$ cat config.mk
export PLATFORM = sky130hd
export DESIGN_NAME = random_control_multi_flat
export DESIGN_NICKNAME = d
export VERILOG_FILES = /design/src/rtl/random_control_multi_if.sv /design/src/rtl/random_control_multi.sv /design/src/flat_wrapper.sv
export SDC_FILE = /design/constraint.sdc
export NUM_CORES = 2
export LEC_CHECK = 0
export CAP_MARGIN = 10
export CORE_MARGIN = 1.5
export CORE_UTILIZATION = 52
export CTS_CLUSTER_SIZE = 40
export DETAILED_ROUTE_END_ITERATION = 12
export GPL_TIMING_DRIVEN = 0
export PLACE_DENSITY = 0.7
export SLEW_MARGIN = 10
export SYNTH_ARGS = -nofsm -noshare
export SYNTH_HDL_FRONTEND = slang
export SYNTH_SLANG_ARGS = --single-unit
$ cat constraint.sdc
create_clock -name clk -period 5.8 [get_ports clk]
set_clock_uncertainty 0.15 [all_clocks]
set_input_delay 1.16 -clock clk [delete_from_list [all_inputs] [get_ports clk]]
set_output_delay 1.16 -clock clk [all_outputs]
set_load 0.005 [all_outputs]
$ cat src/rtl/random_control_multi_if.sv
// Stimulus/config bundle for random_control_multi.
// The master side drives configuration and partner signals; the slave side is the generator.
interface random_control_multi_if #(
  parameter int NCH   = 4,
  parameter int CNT_W = 16
);
  localparam int CH_W = (NCH > 32'd1) ? $clog2(NCH) : 32'd1;

  logic                 cfg_wr;
  logic [CH_W-1:0]      cfg_ch;
  logic                 cfg_var;
  logic [6:0]           cfg_min;
  logic [6:0]           cfg_max;
  logic [CNT_W-1:0]     cfg_step;
  logic                 cfg_sticky;
  logic [6:0]           cfg_burst;
  logic [NCH-1:0]       start;
  logic [CNT_W-1:0]     start_count;
  logic [NCH-1:0]       stop;
  logic [NCH-1:0]       control_in;
  logic [NCH-1:0]       control_out;
  logic [NCH-1:0]       busy;
  logic [NCH-1:0]       done;
  logic [NCH*CNT_W-1:0] hs_count;

  modport master (
    output cfg_wr, cfg_ch, cfg_var, cfg_min, cfg_max, cfg_step, cfg_sticky, cfg_burst,
    output start, start_count, stop, control_in,
    input  control_out, busy, done, hs_count
  );

  modport slave (
    input  cfg_wr, cfg_ch, cfg_var, cfg_min, cfg_max, cfg_step, cfg_sticky, cfg_burst,
    input  start, start_count, stop, control_in,
    output control_out, busy, done, hs_count
  );
endinterface

$ cat src/rtl/random_control_multi.sv
// N-channel LFSR-driven random vld/rdy generator with constant or triangle-swept rate.
// Optional handshake statistics are built when RANDOM_CONTROL_MULTI_STATS_EN is defined.
module random_control_multi #(
  parameter int          NCH       = 4,
  parameter int          CNT_W     = 16,
  parameter logic [15:0] SEED      = 16'hACE1,
  parameter int unsigned BURST_DEF = 32'd10
) (
  input  logic                 clk,
  input  logic                 rst_n,
  random_control_multi_if.slave bus
);
  localparam int CH_W = (NCH > 32'd1) ? $clog2(NCH) : 32'd1;

  typedef enum logic {ST_IDLE = 1'b0, ST_RUN = 1'b1} state_t;

  function automatic logic [6:0] sat100(input logic [6:0] v);
    return (v > 7'd100) ? 7'd100 : v;
  endfunction

  function automatic logic [6:0] midpoint(input logic [6:0] a, input logic [6:0] b);
    return 7'(({1'b0, a} + {1'b0, b}) >> 1);
  endfunction

  logic [NCH-1:0]       out_v_s;
  logic [NCH-1:0]       busy_v_s;
  logic [NCH-1:0]       done_v_s;
  logic [NCH*CNT_W-1:0] hs_v_s;

  assign bus.control_out = out_v_s;
  assign bus.busy        = busy_v_s;
  assign bus.done        = done_v_s;
  assign bus.hs_count    = hs_v_s;

  for (genvar i = 0; i < NCH; i++) begin : g_ch
    localparam logic [15:0] SEED_X = SEED ^ 16'(i * 32'h9E37);
    localparam logic [15:0] SEED_I = (SEED_X == 16'h0000) ? 16'h0001 : SEED_X;

    state_t           state_r;
    logic [15:0]      lfsr_r;
    logic [6:0]       rate_r;
    logic [6:0]       min_r;
    logic [6:0]       max_r;
    logic [6:0]       burst_r;
    logic             dir_up_r;
    logic             var_r;
    logic             sticky_r;
    logic             out_r;
    logic             done_r;
    logic [CNT_W-1:0] step_r;
    logic [CNT_W-1:0] step_cnt_r;
    logic [CNT_W-1:0] remain_r;

    logic             run_s;
    logic             sel_s;
    logic             hs_s;
    logic             famine_s;
    logic             burst_s;
    logic             out_nxt_s;
    logic             step_hit_s;
    logic             eff_up_s;
    logic             nxt_var_s;
    logic [6:0]       min_in_s;
    logic [6:0]       max_in_s;
    logic [6:0]       nxt_min_s;
    logic [6:0]       nxt_max_s;
    logic [6:0]       init_rate_s;
    logic [6:0]       r_s;
    logic [6:0]       rate_sw_s;
    logic [15:0]      lfsr_nxt_s;

    assign run_s     = (state_r == ST_RUN);
    assign sel_s     = bus.cfg_wr & (bus.cfg_ch == CH_W'(i));
    assign min_in_s  = sat100(bus.cfg_min);
    assign max_in_s  = (sat100(bus.cfg_max) < min_in_s) ? min_in_s : sat100(bus.cfg_max);

    // A start coinciding with a config write initialises from the new config.
    assign nxt_var_s   = sel_s ? bus.cfg_var : var_r;
    assign nxt_min_s   = sel_s ? min_in_s    : min_r;
    assign nxt_max_s   = sel_s ? max_in_s    : max_r;
    assign init_rate_s = nxt_var_s ? midpoint(nxt_min_s, nxt_max_s) : nxt_min_s;

    assign hs_s       = run_s & bus.control_in[i] & out_r;
    assign r_s        = 7'((32'(lfsr_r) * 32'd100) >> 16);
    assign famine_s   = var_r & (rate_r <= burst_r);
    assign burst_s    = var_r & ((7'd100 - rate_r) <= burst_r);
    assign out_nxt_s  = ((r_s < rate_r) & ~famine_s) | burst_s
                      | (sticky_r & out_r & ~bus.control_in[i]);
    assign lfsr_nxt_s = {1'b0, lfsr_r[15:1]} ^ (lfsr_r[0] ? 16'hB400 : 16'h0000);

    // Step period of 0 behaves like 1.
    assign step_hit_s = (step_r <= CNT_W'(1)) | (step_cnt_r == (step_r - CNT_W'(1)));
    assign eff_up_s   = (rate_r >= max_r) ? 1'b0 : ((rate_r <= min_r) ? 1'b1 : dir_up_r);
    assign rate_sw_s  = (min_r == max_r) ? min_r
                      : (eff_up_s ? (rate_r + 7'd1) : (rate_r - 7'd1));

    // Channel FSM, rate sweep, LFSR and registered outputs.
    always_ff @(posedge clk or negedge rst_n) begin
      if (!rst_n) begin
        state_r    <= ST_IDLE;
        lfsr_r     <= SEED_I;
        rate_r     <= 7'd0;
        min_r      <= 7'd0;
        max_r      <= 7'd0;
        burst_r    <= 7'(BURST_DEF);
        dir_up_r   <= 1'b1;
        var_r      <= 1'b0;
        sticky_r   <= 1'b0;
        out_r      <= 1'b0;
        done_r     <= 1'b0;
        step_r     <= CNT_W'(1);
        step_cnt_r <= '0;
        remain_r   <= '0;
      end else begin
        done_r <= 1'b0;
        if (sel_s) begin
          var_r    <= bus.cfg_var;
          min_r    <= min_in_s;
          max_r    <= max_in_s;
          step_r   <= bus.cfg_step;
          sticky_r <= bus.cfg_sticky;
          burst_r  <= sat100(bus.cfg_burst);
        end
        if (run_s) begin
          lfsr_r <= lfsr_nxt_s;
        end
        if (bus.stop[i]) begin
          state_r <= ST_IDLE;
          out_r   <= 1'b0;
        end else if (bus.start[i]) begin
          state_r    <= ST_RUN;
          remain_r   <= bus.start_count;
          rate_r     <= init_rate_s;
          dir_up_r   <= 1'b1;
          step_cnt_r <= '0;
          out_r      <= run_s ? out_nxt_s : 1'b0;
        end else if (run_s) begin
          if (hs_s && (remain_r == CNT_W'(1))) begin
            state_r  <= ST_IDLE;
            out_r    <= 1'b0;
            done_r   <= 1'b1;
            remain_r <= '0;
          end else begin
            if (hs_s && (remain_r != '0)) begin
              remain_r <= remain_r - CNT_W'(1);
            end
            out_r <= out_nxt_s;
            if (sel_s) begin
              rate_r     <= init_rate_s;
              dir_up_r   <= 1'b1;
              step_cnt_r <= '0;
            end else if (var_r) begin
              if (step_hit_s) begin
                step_cnt_r <= '0;
                rate_r     <= rate_sw_s;
                dir_up_r   <= eff_up_s;
              end else begin
                step_cnt_r <= step_cnt_r + CNT_W'(1);
              end
            end else begin
              step_cnt_r <= '0;
            end
          end
        end else begin
          out_r <= 1'b0;
        end
      end
    end

    assign out_v_s[i]  = out_r;
    assign busy_v_s[i] = run_s;
    assign done_v_s[i] = done_r;

`ifdef RANDOM_CONTROL_MULTI_STATS_EN
    logic [CNT_W-1:0] hs_cnt_r;

    // Handshakes since reset or the last start, wrapping.
    always_ff @(posedge clk or negedge rst_n) begin
      if (!rst_n) begin
        hs_cnt_r <= '0;
      end else if (bus.start[i]) begin
        hs_cnt_r <= '0;
      end else if (hs_s) begin
        hs_cnt_r <= hs_cnt_r + CNT_W'(1);
      end else begin
        hs_cnt_r <= hs_cnt_r;
      end
    end

    assign hs_v_s[i*CNT_W +: CNT_W] = hs_cnt_r;
`else
    assign hs_v_s[i*CNT_W +: CNT_W] = '0;
`endif
  end
endmodule
$ cat src/flat_wrapper.sv
// flat-port wrapper written by rule: the top's interface ports become plain ports
module random_control_multi_flat 
#(
  parameter int          NCH       = 4,
  parameter int          CNT_W     = 16,
  parameter logic [15:0] SEED      = 16'hACE1,
  parameter int unsigned BURST_DEF = 32'd10
)
  (clk, rst_n, bus_cfg_wr, bus_cfg_ch, bus_cfg_var, bus_cfg_min, bus_cfg_max, bus_cfg_step, bus_cfg_sticky, bus_cfg_burst, bus_start, bus_start_count, bus_stop, bus_control_in, bus_control_out, bus_busy, bus_done, bus_hs_count);
  random_control_multi_if #(.NCH(NCH), .CNT_W(CNT_W)) bus_i ();
  input  logic clk;
  input  logic rst_n;
  input wire logic [$bits(bus_i.cfg_wr)-1:0] bus_cfg_wr;
  input wire logic [$bits(bus_i.cfg_ch)-1:0] bus_cfg_ch;
  input wire logic [$bits(bus_i.cfg_var)-1:0] bus_cfg_var;
  input wire logic [$bits(bus_i.cfg_min)-1:0] bus_cfg_min;
  input wire logic [$bits(bus_i.cfg_max)-1:0] bus_cfg_max;
  input wire logic [$bits(bus_i.cfg_step)-1:0] bus_cfg_step;
  input wire logic [$bits(bus_i.cfg_sticky)-1:0] bus_cfg_sticky;
  input wire logic [$bits(bus_i.cfg_burst)-1:0] bus_cfg_burst;
  input wire logic [$bits(bus_i.start)-1:0] bus_start;
  input wire logic [$bits(bus_i.start_count)-1:0] bus_start_count;
  input wire logic [$bits(bus_i.stop)-1:0] bus_stop;
  input wire logic [$bits(bus_i.control_in)-1:0] bus_control_in;
  output wire logic [$bits(bus_i.control_out)-1:0] bus_control_out;
  output wire logic [$bits(bus_i.busy)-1:0] bus_busy;
  output wire logic [$bits(bus_i.done)-1:0] bus_done;
  output wire logic [$bits(bus_i.hs_count)-1:0] bus_hs_count;
  assign bus_i.cfg_wr = bus_cfg_wr;
  assign bus_i.cfg_ch = bus_cfg_ch;
  assign bus_i.cfg_var = bus_cfg_var;
  assign bus_i.cfg_min = bus_cfg_min;
  assign bus_i.cfg_max = bus_cfg_max;
  assign bus_i.cfg_step = bus_cfg_step;
  assign bus_i.cfg_sticky = bus_cfg_sticky;
  assign bus_i.cfg_burst = bus_cfg_burst;
  assign bus_i.start = bus_start;
  assign bus_i.start_count = bus_start_count;
  assign bus_i.stop = bus_stop;
  assign bus_i.control_in = bus_control_in;
  assign bus_control_out = bus_i.control_out;
  assign bus_busy = bus_i.busy;
  assign bus_done = bus_i.done;
  assign bus_hs_count = bus_i.hs_count;
  random_control_multi #(.NCH(NCH), .CNT_W(CNT_W), .SEED(SEED), .BURST_DEF(BURST_DEF)) u_core (.clk(clk), .rst_n(rst_n), .bus(bus_i));
endmodule
After elaboration in Yosys (flattened, before gate mapping)
Index checks and enable logic that the tools add are counted.
{ "totals": {"register_bits": 392, "output_inout_bits": 76, "inputBits": 72} }
{ "op_classes": {"mux": 180, "n_mul": 4, "magnitude_cmp": 28, "reduce_logical": 41, "bitwise_logic": 60, "n_eq_ne": 19, "n_addsub": 28} }
{ "op_table": {"columns": ["op", "n"], "rows": [
  ["$mux W16", 44],
  ["$mux W7", 48],
  ["$sub A16 B1 Y16 const B", 8],
  ["$mux W1", 88],
  ["$le A7 B7 Y1", 12],
  ["$mul A16 B5 Y21 const B", 4],
  ["$add A16 B1 Y16 const B", 4],
  ["$eq A16 B1 Y1 const B", 4],
  ["$eq A16 B16 Y1", 4],
  ["$le A16 B1 Y1 const B", 4],
  ["$reduce_bool A16 Y1", 4],
  ["$xor A15 B16 Y16", 4],
  ["$reduce_bool A3 Y1", 12],
  ["$lt A7 B7 Y1", 5],
  ["$add A7 B7 Y8", 4],
  ["$and A1 B1 Y1", 32],
  ["$add A7 B1 Y7 const B", 4],
  ["$eq A7 B7 Y1", 4],
  ["$ge A7 B7 Y1", 4],
  ["$sub A7 B1 Y7 const B", 4],
  ["$sub A7 B7 Y7 const A", 4],
  ["$reduce_and A3 Y1", 8],
  ["$gt A7 B7 Y1 const B", 3],
  ["$reduce_and A5 Y1", 4],
  ["other kinds (8)", 44]
]} }

Depth between registers and ports, before layout
{ "logic_depth": {"depth_word": 11, "ltp_mapped": 22, "mapped_depth_nobuf": 22} }

Least setup slack after synthesis
No wires, ideal clock.
{ "synth_timing": {"kind": "input to register", "from": "in bus_cfg_min[4]", "to": "reg u_core.g_ch[0].rate_r[5]", "arrival_ns": 5.322, "setup_slack_ns": 0.210, "n_path_buf": 0, "required_ns": 5.532, "path_stages": 19, "path_cell_list": "o311ai_1 > nand2_1 > ha_1 > a21oi_1 > o21bai_1 > nor3_1 > nor2b_1 > a31oi_1 > o21ai_0 > fa_1 > a21o_1 > a21oi_1 > o21bai_1 > a21oi_1 > xor2_1 > nor2_1 > a211oi_1 > a211oi_1 > a21o_1"} }
{ "synth_between": {"elab_chain_len": 11, "elab_cells_between_ends": 12, "cone_classes": "1 x add/sub; 2 x order compare; 9 x mux"} }
{ "synth_rtl": {"columns": ["item", "line_no", "text"], "rows": [
  ["from (decl)", "flat_wrapper.sv:16", "input wire logic [$bits(bus_i.cfg_min)-1:0] bus_cfg_min;"],
  ["$gt A7 B7 Y1", "random_control_multi.sv:18", "return (v > 7'd100) ? 7'd100 : v;"],
  ["$mux W7 (*)", "random_control_multi.sv:18", null],
  ["$lt A7 B7 Y1", "random_control_multi.sv:75", "assign max_in_s = (sat100(bus.cfg_max) < min_in_s) ? min_in_s : sat100(bus.cfg_max);"],
  ["$mux W7 (*)", "random_control_multi.sv:75", null],
  ["$mux W7 (*)", "random_control_multi.sv:80", "assign nxt_max_s = sel_s ? max_in_s : max_r;"],
  ["via u_core.g_ch[0].nxt_max_s[1]", "random_control_multi.sv:66", "logic [6:0] nxt_max_s;"],
  ["$add A7 B7 Y8 (*)", "random_control_multi.sv:22", "return 7'(({1'b0, a} + {1'b0, b}) >> 1);"],
  ["$mux W7 (*)", "random_control_multi.sv:81", "assign init_rate_s = nxt_var_s ? midpoint(nxt_min_s, nxt_max_s) : nxt_min_s;"],
  ["$mux W7", "random_control_multi.sv:148", "if (sel_s) begin"],
  ["$mux W7", "random_control_multi.sv:138", "if (hs_s && (remain_r == CNT_W'(1))) begin"],
  ["$mux W7", "random_control_multi.sv:137", "end else if (run_s) begin"],
  ["$mux W7 (*)", "random_control_multi.sv:130", "end else if (bus.start[i]) begin"],
  ["to (signal assigned)", "random_control_multi.sv:133", "rate_r <= init_rate_s;"],
  ["to (signal assigned)", "random_control_multi.sv:149", "rate_r <= init_rate_s;"],
  ["to (signal assigned)", "random_control_multi.sv:155", "rate_r <= rate_sw_s;"],
  ["to (decl)", "random_control_multi.sv:41", "logic [6:0] rate_r;"]
]} }
The timed path passes the listed nets; every way through them passes the cells marked *. The select of a mux whose other input is x is not followed.
A chain may end at the register's enable or synchronous reset.

Worst setup path in the final report
{ "layout_timing": {"from": "in bus_cfg_max[4]", "to": "reg u_core.g_ch[2].rate_r[6]"} }
{ "layout_between": {"elab_chain_len": 11} }
{ "layout_rtl": {"columns": ["item", "line_no", "text"], "rows": [
  ["from (decl)", "flat_wrapper.sv:17", "input wire logic [$bits(bus_i.cfg_max)-1:0] bus_cfg_max;"],
  ["$gt A7 B7 Y1", "random_control_multi.sv:18", null],
  ["$mux W7 (*)", "random_control_multi.sv:18", null],
  ["$lt A7 B7 Y1", "random_control_multi.sv:75", null],
  ["$mux W7 (*)", "random_control_multi.sv:75", null],
  ["$mux W7 (*)", null, null],
  ["via u_core.g_ch[2].nxt_max_s[4]", "random_control_multi.sv:66", null],
  ["$add A7 B7 Y8 (*)", "random_control_multi.sv:22", null],
  ["$mux W7 (*)", "random_control_multi.sv:81", null],
  ["$mux W7", "random_control_multi.sv:148", null],
  ["$mux W7", "random_control_multi.sv:138", null],
  ["$mux W7", "random_control_multi.sv:137", null],
  ["$mux W7 (*)", "random_control_multi.sv:130", null],
  ["to (signal assigned)", "random_control_multi.sv:133", null],
  ["to (signal assigned)", "random_control_multi.sv:149", null],
  ["to (signal assigned)", "random_control_multi.sv:155", null],
  ["to (decl)", "random_control_multi.sv:41", null]
]} }
Marked as above.

==> impl_metrics.py <==
metrics = {
    "clock_tree": {
        "clock_sinks": 392,
        "clk_pin_slew_ns": 0.06,
        "clock_latency_ns": 0.60,
        "cts_tree": "yes",
        "clockBufferDepth": 3,
        "hold_buffers": 0,
        "cts_root_buf": "clkbuf_16",
        "cts-htree-levels": 2,
        "cts_buffers": 48,
    },
    "timing": {
        "final_hold_viol_count": 0,
        "fmax_ghz": 0.174,
        "min_period_ns": 5.74,
        "worst_pin_slew_ns": 1.11,
        "grt_setup_unrepaired": "yes",
        "report.final.setup_viol": 0,
        "slew_violations": 0,
        "finalCritPeriodShare": 0.990,
        "slew_headroom": 0.253,
    },
    "global_route": {
        "met3_usage": 0.0440,
        "grt-busiest-layer": "met2",
        "track_usage": 0.266,
        "grt_pass1_wl_mm": 134,
        "met1_usage": 0.351,
        "grtUsageMet2": 0.435,
        "grt_pass1_vias": 25500,
        "grt_remaining_overflow": 0,
        "antenna_found_initial": 7,
        "grt_max_degree": 100,
    },
    "placed_design": {
        "placed_cells": 4576,
        "hpwlAfterDp_mm": 63.3,
        "placed_cell_area_um2": 33800,
        "gp_congestion": 0.935,
        "io_buffer_count": 81,
    },
    "pwr": {
        "p_leak_nw": 17.0,
        "power.density_nw_per_um2": 559,
        "ir_worst_vdd_mv": 0.646,
    },
    "outcome": {
        "status": "finished clean",
    },
    "logic_synthesis": {
        "seq_area_frac_synth": 0.312,
        "synth_flop_cell": "dfrtp_1",
        "synth-async-reset-ratio": 1.00,
        "synthCells": 3646,
        "ys_ff_latch": 392,
        "synth_cell_types": 89,
        "syn_area_um2": 31600,
        "synth_warnings": 0,
        "synth_edf_count": 0,
        "synth.avg_cell_area_um2": 8.67,
    },
    "cells_and_area": {
        "regArea_um2": 9870,
        "layout-drive-gt1-share": 0.0822,
        "final_util": 0.591,
        "nFillCells": 5345,
        "fin_nets": 4382,
        "fin_area_um2": 35600,
        "multi_input_area_um2": 19800,
        "syn_to_final_growth_pct": 12.5,
        "layoutNonFillerInstCount": 4682,
    },
    "die": {
        "start_util": 0.525,
        "rows": 90,
        "die_w_um": 250,
        "pin_count": 148,
        "die-area_um2": 62300,
        "core_area_um2": 60200,
        "fp.dieH_um": 250,
    },
    "critical_path": {
        "cp_max_fo": 6,
        "cp-start-kind": "primary input",
        "crit_required_ns": 6.14,
        "worstPathArrival_ns": 6.08,
        "end_kind": "register",
        "critPathKind": "in -> reg",
    },
    "detailed_routing": {
        "vias_per_cell": 5.67,
        "first_pass_iters": 6,
        "dr_total_vias": 26600,
        "drtIter0Drc": 1969,
        "routed_wl_mm": 83.2,
        "wl_per_cell_um": 17.8,
        "postRouteAntennaNets": 0,
        "drc_errors": 0,
    },
    "run": {
        "max_cap_viol_count": 0,
    },
    "worst_hold_path": {
        "hold_class": "in -> async",
    },
}
synthesized netlist by cell type, types with 14 or more instances:
| cell type | count | area (um^2) |
|---|---|---|
| a21o_1 | 53 | 398 |
| clkbuf_1 | 109 | 409 |
| buf_4 | 76 | 571 |
| a32oi_1 | 22 | 193 |
| nor2b_1 | 37 | 231 |
| o21bai_1 | 19 | 143 |
| inv_1 | 319 | 1200 |
| a211oi_1 | 25 | 188 |
| nor3_1 | 87 | 435 |
| xor2_1 | 95 | 832 |
| and3_1 | 37 | 231 |
| fa_1 | 48 | 961 |
| a31oi_1 | 33 | 206 |
| a21oi_1 | 193 | 966 |
| nand2b_1 | 25 | 156 |
| o211ai_1 | 20 | 150 |
| o21ai_0 | 344 | 1720 |
| nand3_1 | 74 | 370 |
| o21a_1 | 34 | 255 |
| mux2i_1 | 27 | 270 |
| mux2_2 | 60 | 676 |
| xnor2_1 | 139 | 1220 |
| dfrtp_1 | 346 | 8660 |
| nor2_1 | 253 | 950 |
| a22oi_1 | 17 | 128 |
| nor3b_1 | 22 | 165 |
| or3_1 | 19 | 119 |
| or4_1 | 14 | 105 |
| nand2_1 | 388 | 1460 |
| nor4_1 | 41 | 257 |
| ha_1 | 408 | 5100 |
| dfstp_2 | 46 | 1210 |
| nand4_1 | 50 | 313 |
state kept, by name (all words and copies together), names as in the netlist:
register and count:
u_core.g_ch.burst_r 28, u_core.g_ch.dir_up_r 4, u_core.g_ch.done_r 4, u_core.g_ch.lfsr_r 64, u_core.g_ch.max_r 28, u_core.g_ch.min_r 28
u_core.g_ch.out_r 4, u_core.g_ch.rate_r 28, u_core.g_ch.remain_r 64, u_core.g_ch.run_s 4, u_core.g_ch.step_cnt_r 64, u_core.g_ch.step_r 64
u_core.g_ch.sticky_r 4, u_core.g_ch.var_r 4
stage by stage:
step                hold slack, ns  setup WS, ns  power (mW)  setup TNS (ns)
floorplan                    0.296         0.210        13.8               0
global placement             0.312        -14.40        16.2        -5399.41
detailed placement           0.321         -1.74        16.6          -33.88
CTS                          0.317        0.0362        20.0               0
global route                 0.341        -0.115        22.1          -0.115
finish                       0.325        0.0598        19.9               0
where the power goes:
part	switching [mW]	leakage, nW	internal, mW
clock	1.29	0.828	1.96
combinational	6.51	11.3	5.75
sequential	0.928	4.86	3.45
total	8.73	17.0	11.2
kinds of logic after synthesis:
logic type,share of synthesized area
flops,0.312
mux,0.0299
other cells,0.000119
fa+ha+maj,0.192
compound gates,0.164
buf+inv,0.0715
simple gates,0.166
xor+xnor,0.0648
worst max-delay path, cell delays in order:
cell and delay (ns):
clkdlybuf4s50_1 0.43, o311ai_0 0.71, and2_1 0.24, ha_1 0.25
nand2_1 0.09, a311oi_2 0.06, nor3_4 0.35, buf_4 0.18
nor2b_1 0.04, a31oi_1 0.69, o21ai_0 0.30, ha_1 0.41
a21o_1 0.18, a2111oi_0 0.42, o31ai_1 0.15, o2bb2ai_1 0.15
mux2_2 0.27
final cells by class:
class,count,area share
plain buffers,199,0.0295
clock buffers,67,0.0383
diodes,6,0.000422
flip-flops and latches,392,0.277
multi-input cells,2795,0.556
clock inverters,23,0.00897
inverters,323,0.0341
repair buffers,95,0.0280
well taps,782,0.0275
what timing repair did:
action                                  CTS  global route
resized for setup                        11             6
endpoints found under the setup margin   28            15
pin swaps                                 0             2
setup buffers                             0            10
per-layer routing:
metal | wire length (um) | part of all wire | vias to the layer above
li1 | - | - | 13100
met1 | 36700 | 0.44 | 12600
met2 | 38200 | 0.46 | 725
met3 | 4940 | 0.059 | 178
met4 | 3330 | 0.040 | 2
met5 | 13 | 0.00016 | -
final timing paths:
check	start	slack [ns]	endpoint	depth (start not counted)
setup / recovery	bus_cfg_max[4]	0.06	u_core.g_ch[2].rate_r[6]	17
setup reg to reg	u_core.g_ch[1].lfsr_r[6]	0.33	u_core.g_ch[1].out_r	22
hold / removal	rst_n	0.33	u_core.g_ch[1].remain_r[6]	1
hold reg to reg	u_core.g_ch[2].burst_r[1]	0.33	u_core.g_ch[2].burst_r[1]	2
max in group asynchronous	rst_n	3.48	u_core.g_ch[2].step_r[0]	4
min in group clk	u_core.g_ch[2].burst_r[1]	0.33	u_core.g_ch[2].burst_r[1]	2
cells in the final DEF (no fill, tap or decap), types with 78 or more instances in the layout:
| master | instances |
|---|---|
| dfrtp_1 | 346 |
| nand2_1 | 388 |
| clkbuf_1 | 120 |
| xor2_1 | 95 |
| o21ai_0 | 342 |
| inv_1 | 319 |
| clkdlybuf4s50_1 | 78 |
| a21oi_1 | 193 |
| xnor2_1 | 139 |
| buf_4 | 86 |
| nor3_1 | 86 |
| ha_1 | 408 |
| nor2_1 | 252 |
Power figures use the tool's default switching activity.
